### config.mk
export PLATFORM = sky130hd
export DESIGN_NAME = box_plotter
export DESIGN_NICKNAME = d
export VERILOG_FILES = /design/src/rtl/box_plotter.sv
export SDC_FILE = /design/constraint.sdc
export NUM_CORES = 1
export LEC_CHECK = 0
export CORE_MARGIN = 3
export CORE_UTILIZATION = 45
export DETAILED_ROUTE_END_ITERATION = 8
export GPL_TIMING_DRIVEN = 0
export MAX_ROUTING_LAYER = met4
export PLACE_DENSITY = 0.76
export SLEW_MARGIN = 20
export SYNTH_ARGS = -nofsm -noshare
export SYNTH_HDL_FRONTEND = slang
export SYNTH_SLANG_ARGS = --single-unit
export TNS_END_PERCENT = 5
### constraint.sdc
create_clock -name clk -period 2.59 [get_ports clk]
set_clock_uncertainty 0.15 [all_clocks]
set_input_delay 0.6475 -clock clk [delete_from_list [all_inputs] [get_ports clk]]
set_output_delay 0.6475 -clock clk [all_outputs]
set_load 0.05 [all_outputs]
### src/rtl/box_plotter.sv
// box_plotter
//   Takes one box request (top-left x, y, colour) per valid/ready handshake
//   and expands it into a BOX_W x BOX_H row-major run of single-pixel writes
//   for the VGA adapter. Pixels that fall off screen are suppressed, but the
//   scan still steps through them, so every box takes the same number of cycles.
//
//   state  | meaning
//   -------+-----------------------------------------------------------
//   S_IDLE | waiting for a request; in_ready = 1
//   S_DRAW | one pixel per cycle from the latched box; plot when on screen
//   S_DONE | one-cycle done pulse, then back to S_IDLE
//
// Ports
//   clk, reset                 clock; asynchronous active-high reset
//   in_valid / in_ready        request handshake
//   in_x, in_y, in_colour      box top-left corner and colour
//   vga_x, vga_y, vga_colour   pixel to the adapter write port
//   plot                       adapter write enable
//   done                       one-cycle pulse after the last pixel of a box
module box_plotter #(
  parameter int BOX_W    = 3,
  parameter int BOX_H    = 3,
  parameter int SCREEN_W = 160,
  parameter int SCREEN_H = 120
) (
  input  logic       clk,
  input  logic       reset,
  input  logic       in_valid,
  output logic       in_ready,
  input  logic [7:0] in_x,
  input  logic [6:0] in_y,
  input  logic [2:0] in_colour,
  output logic [7:0] vga_x,
  output logic [6:0] vga_y,
  output logic [2:0] vga_colour,
  output logic       plot,
  output logic       done
);

  typedef enum logic [1:0] {
    S_IDLE = 2'd0,
    S_DRAW = 2'd1,
    S_DONE = 2'd2
  } state_t;

  localparam logic [3:0] DX_LAST = 4'(BOX_W - 1);
  localparam logic [3:0] DY_LAST = 4'(BOX_H - 1);

  state_t     state, state_nxt;
  logic [7:0] bx;
  logic [6:0] by;
  logic [2:0] col;
  logic [3:0] dx, dy;
  logic [8:0] sum_x;
  logic [7:0] sum_y;
  logic       accept;
  logic       row_end;
  logic       last_px;
  logic       on_screen;

  // Widened so a box hanging off the right/bottom edge compares correctly
  // instead of wrapping back onto the screen.
  assign sum_x     = {1'b0, bx} + {5'd0, dx};
  assign sum_y     = {1'b0, by} + {4'd0, dy};
  assign on_screen = (sum_x < 9'(SCREEN_W)) && (sum_y < 8'(SCREEN_H));

  assign row_end = (dx == DX_LAST);
  assign last_px = row_end && (dy == DY_LAST);
  assign accept  = in_valid && in_ready;

  always_ff @(posedge clk or posedge reset) begin
    if (reset) begin
      state <= S_IDLE;
    end else begin
      state <= state_nxt;
    end
  end

  always_comb begin
    state_nxt = state;
    case (state)
      S_IDLE:  if (accept) state_nxt = S_DRAW;
      S_DRAW:  if (last_px) state_nxt = S_DONE;
      S_DONE:  state_nxt = S_IDLE;
      default: state_nxt = S_IDLE;
    endcase
  end

  always_comb begin
    plot       = 1'b0;
    done       = 1'b0;
    vga_x      = 8'd0;
    vga_y      = 7'd0;
    vga_colour = 3'd0;
    case (state)
      S_DRAW: begin
        plot       = on_screen;
        vga_x      = sum_x[7:0];
        vga_y      = sum_y[6:0];
        vga_colour = col;
      end
      S_DONE:  done = 1'b1;
      default: ;
    endcase
  end

  // Gated by reset so the handshake is closed while reset is held.
  assign in_ready = (state == S_IDLE) && !reset;

  always_ff @(posedge clk or posedge reset) begin
    if (reset) begin
      bx  <= 8'd0;
      by  <= 7'd0;
      col <= 3'd0;
      dx  <= 4'd0;
      dy  <= 4'd0;
    end else begin
      case (state)
        S_IDLE: begin
          if (accept) begin
            bx  <= in_x;
            by  <= in_y;
            col <= in_colour;
            dx  <= 4'd0;
            dy  <= 4'd0;
          end
        end
        S_DRAW: begin
          if (row_end) begin
            dx <= 4'd0;
            dy <= dy + 4'd1;
          end else begin
            dx <= dx + 4'd1;
          end
        end
        default: ;
      endcase
    end
  end

endmodule

; Word level (Yosys, flattened, before mapping)
; Index checks and enable logic that the tools add are counted.
; W data, S select, Z words.
[op_classes]
muxes = 13
n_eq_ne = 7
n_reduce_logical = 11
magnitude_cmp = 2
addsub = 4
[ops]
columns = op, count
row1 = $pmux W4 S2, 2
row2 = $mux W4, 3
row3 = $add A8 B4 Y9, 1
row4 = $lt A9 B8 Y1 const B, 1
row5 = $add A4 B1 Y4 const B, 2
row6 = $add A7 B4 Y8, 1
row7 = $eq A4 B2 Y1 const B, 2
row8 = $lt A8 B7 Y1 const B, 1
row9 = $mux W8, 1
row10 = $mux W7, 1
row11 = $ne A2 B2 Y1 const B, 3
row12 = $reduce_and A2 Y1, 3
row13 = $logic_and A1 B1 Y1, 4
row14 = $mux W2, 2
row15 = $pmux W2 S2, 1
row16 = $mux W3, 1
row17 = $reduce_and A3 Y1, 1
row18 = $eq A2 B1 Y1 const B, 1
row19 = $eq A2 B2 Y1 const B, 1
row20 = $logic_not A2 Y1, 1
row21 = $mux W1, 2
row22 = $reduce_bool A2 Y1, 1
row23 = $logic_not A1 Y1, 1
[totals]
out_inout_bits = 21
in_bits = 21
regBits = 28

; Depth between registers and ports, before layout
[logic_depth]
ltp_word = 5
ltp_mapped = 7
depth_no_buf = 7

; Worst setup path before layout
; OpenSTA, ideal clock, no wires.
[synth_path]
path_type = register -> output
startpoint = reg dx[0]
endpoint = out vga_x[4]
n_path_buf = 0
stages_incl_launch_ff = 6
required_ns = 1.793
arrival_time_ns = 2.464
slack_ns = -0.671
cell_sequence = dfrtp_1 > ha_1 > fa_1 > a211oi_2 > nor2_1 > nor3_1
[synth_between]
elab_chain_cells = 2
[synth_lines]
columns = item, line
row1 = from (decl), 53  ; logic [3:0] dx, dy;
row2 = from (signal assigned), 133  ; dx <= dx + 4'd1;
row3 = $add A8 B4 Y9, 63  ; assign sum_x = {1'b0, bx} + {5'd0, dx};
row4 = $mux W8, 95  ; case (state)
row5 = to (decl), 33  ; output logic [7:0] vga_x,
; Every way passes these cells.

; Worst setup path in the final report
[layout_path]
startpoint = reg dy[0]
endpoint = out plot
[layout_between]
elab_chain_cells = 4
[layout_lines]
columns = item, line
row1 = from (decl), 53
row2 = from (signal assigned), 131  ; dy <= dy + 4'd1;
row3 = $add A7 B4 Y8, 64  ; assign sum_y = {1'b0, by} + {4'd0, dy};
row4 = $lt A8 B7 Y1, 65  ; assign on_screen = (sum_x < 9'(SCREEN_W)) && (sum_y < 8'(SCREEN_H));
row5 = $logic_and A1 B1 Y1, 65
row6 = $mux W1, 95
row7 = to (decl), 36  ; output logic plot,
; Every way passes these cells.

==> results.cfg <==
[sta]
hold_viol = 0
holdWs_ps = 325
rsz0062_at_grt = yes
period_needed_ps = 3200
finalCritPeriodShare_pct = 124
max_slew_margin_pct = 60.9
fmax_mhz = 313
slew_violations = 0
tightest_slew_ps = 586
fin_ws_ps = -609
setup_viol = 11

[final_layout]
nNetsFinal = 287
final_util_pct = 65.7
layout_common_cells = nand2_1 (58), dfrtp_1 (24), clkdlybuf4s50_1 (21)
drive_gt1_share_pct = 26.7
fillCellCount = 309
final_cell_area_um2 = 2440
layout_commonest_cell = nand2_1
area_growth_pct = 38.0
n_antenna_cell = 0

[floorplan]
coreArea_um2 = 3720
row_count = 22
initial_core_util_pct = 47.6
fp.dieH_um = 68.7
die_x_um = 68.7
num_io_pins = 42
dieArea_um2 = 4720

[clock_network]
cts_root_buf = clkbuf_8
cts_buffer_depth = 2
cts_tree = done
cts_hold_buf = 0
insertion_delay_ps = 280
cts_buffers = 3
htreeDepth = 1
clkTransAtPathRegs_ps = 100
clock_sinks = 28

[synth]
ys_seq_elements = 28
synth-seq-area-share_pct = 39.6
synth-edff-count = 0
yosys_warnings = 0
synth_area_um2 = 1770
syn_inst = 201
yosys.area.top_type = dfrtp_1
ys_types = 41
synth_fp_nets = 236
synth_flop_cell = dfrtp_1
synth_area_leaders = dfrtp_1 (40%), nand2_1 (12%), ha_1 (8.5%)
async_flop_share_pct = 100
netlist.area_leader.share_pct = 39.6
syn_area_per_cell_um2 = 8.80

[route]
drt_iter0_drc = 58
wl_met3_um = 206
m1WireLength_mm = 1.83
num_vias = 1539
wl_met2_mm = 1.97
vias_per_cell = 5.15
highest_layer = met4
wl_per_cell_um = 13.5
ant_nets = 0
drc_errors = 0
wl_mm = 4.04
first_pass_iters = 4

[min_path]
hold_path_class = reg -> reg

[grt]
grt_pass1_wl_mm = 6.39
overflow = 0
grt_max_degree = 29
antenna_found_initial = 0
grt_pass1_vias = 1382
grt_usage_pct = 18.7

[worst_setup_path]
startpoint_type = flop
required_ps = 1790
slowest_delay_ps = 400
end_kind = output pin
path_cells = ha_2 -> fa_2 -> a21o_1 -> a21oi_2 -> xor2_1 -> nor4b_2 -> a211oi_4 -> buf_6
criticalPathCategory = reg -> out
cp.arrival_ps = 2400
crit_path_top_delay_cell = dfrtp_1
cp_max_fo = 3

[status]
status = finished, violations left
violations = negative setup slack

[place]
place_congestion = 0.784
pre_cts_slack_ps = -981
io_buffers = 41
placed_cell_area_um2 = 2270
dp_hpwl_mm = 2.82

[flow_run]
maxCapViolCount = 0
-- registers in the layout (all words and copies together), names as in the netlist --
| register | flops |
|---|---|
| bx | 8 |
| by | 7 |
| col | 3 |
| dx | 4 |
| dy | 4 |
| state | 2 |
-- logic make-up after synthesis --
group	Yosys count	synth area share, %
buffers and inverters	12	3.25
muxes	1	0.636
and+or+nand+nor	103	27.0
xor gates and xnor gates	10	4.95
DFF	28	39.6
AOI/OAI and AO/OA	33	13.8
adders and majority gates	14	10.7
-- timing repair --
item,in CTS,in global routing
setup endpoints to repair,20,19
gates cloned,0,0
pin swaps,6,1
buffers inserted,5,0
resized for setup,88,29
endpoints found under the hold margin,0,0
-- layer usage --
layer	up-vias	GRT usage (%)
met5	-	-
met2	35	30.9
li1	779	-
met3	5	2.76
met1	720	23.8
met4	0	5.84
-- area by class of cell --
type	instances	area (um^2)	share of cell area [%]
Clock buffer	3	41.3	1.69
Timing Repair Buffer	46	433	17.7
Buffer	8	47.5	1.95
Clock inverter	1	30.0	1.23
Multi-Input combinational cell	161	1110	45.4
Sequential cell	28	706	28.9
Inverter	4	15.0	0.615
Tap cell	48	60.1	2.46
-- per-stage QoR --
| stage | TNS [ps] | std cells |
|---|---|---|
| 4_1_cts | -4290 | 299 |
| 3_5_place_dp | -8500 | 290 |
| 3_3_place_gp | -8480 | 290 |
| 2_1_floorplan | -2080 | 201 |
| 6_report | -3680 | 299 |
| 5_1_grt | -4900 | 299 |
-- worst paths after layout --
| check | start | to | slack, ps | cells after the start |
|---|---|---|---|---|
| max | dy[0] | plot | -610 | 8 |
| min | col[0] | col[0] | 320 | 2 |
| max reg2reg | dx[0] | dy[3] | 660 | 8 |
| min reg2reg | col[0] | col[0] | 320 | 2 |
| max in group asynchronous | reset | dx[0] | 1240 | 2 |
| min in group asynchronous | reset | dx[3] | 630 | 2 |
-- worst max-delay path, delay by kind of cell (launching register included) --
kind                     cells  cell delay [ps]
buffers and inverters        1              190
XOR/XNOR                     1              250
AO/OA/AOI/OAI                3              610
flip-flops                   1              400
AND/OR/NAND/NOR              1              100
adder cells (fa/ha/maj)      2              560
-- synth_stat cells, drive strengths merged, types with 2 or more instances --
cell and instances:
a211oi 5, a21o 3, a21oi 4, a31oi 2
and2 9, buf 4, clkbuf 4, dfrtp 28
fa 2, ha 12, inv 4, nand2 58
nand3 5, nand4 2, nor2 17, nor2b 2
nor3 3, o21ai 12, o31ai 2, or3 2
xnor2 4, xor2 6
Power is left out: the tool's default activity adds up to more than one toggle a clock period on the data nets, which glitch-free logic cannot reach.
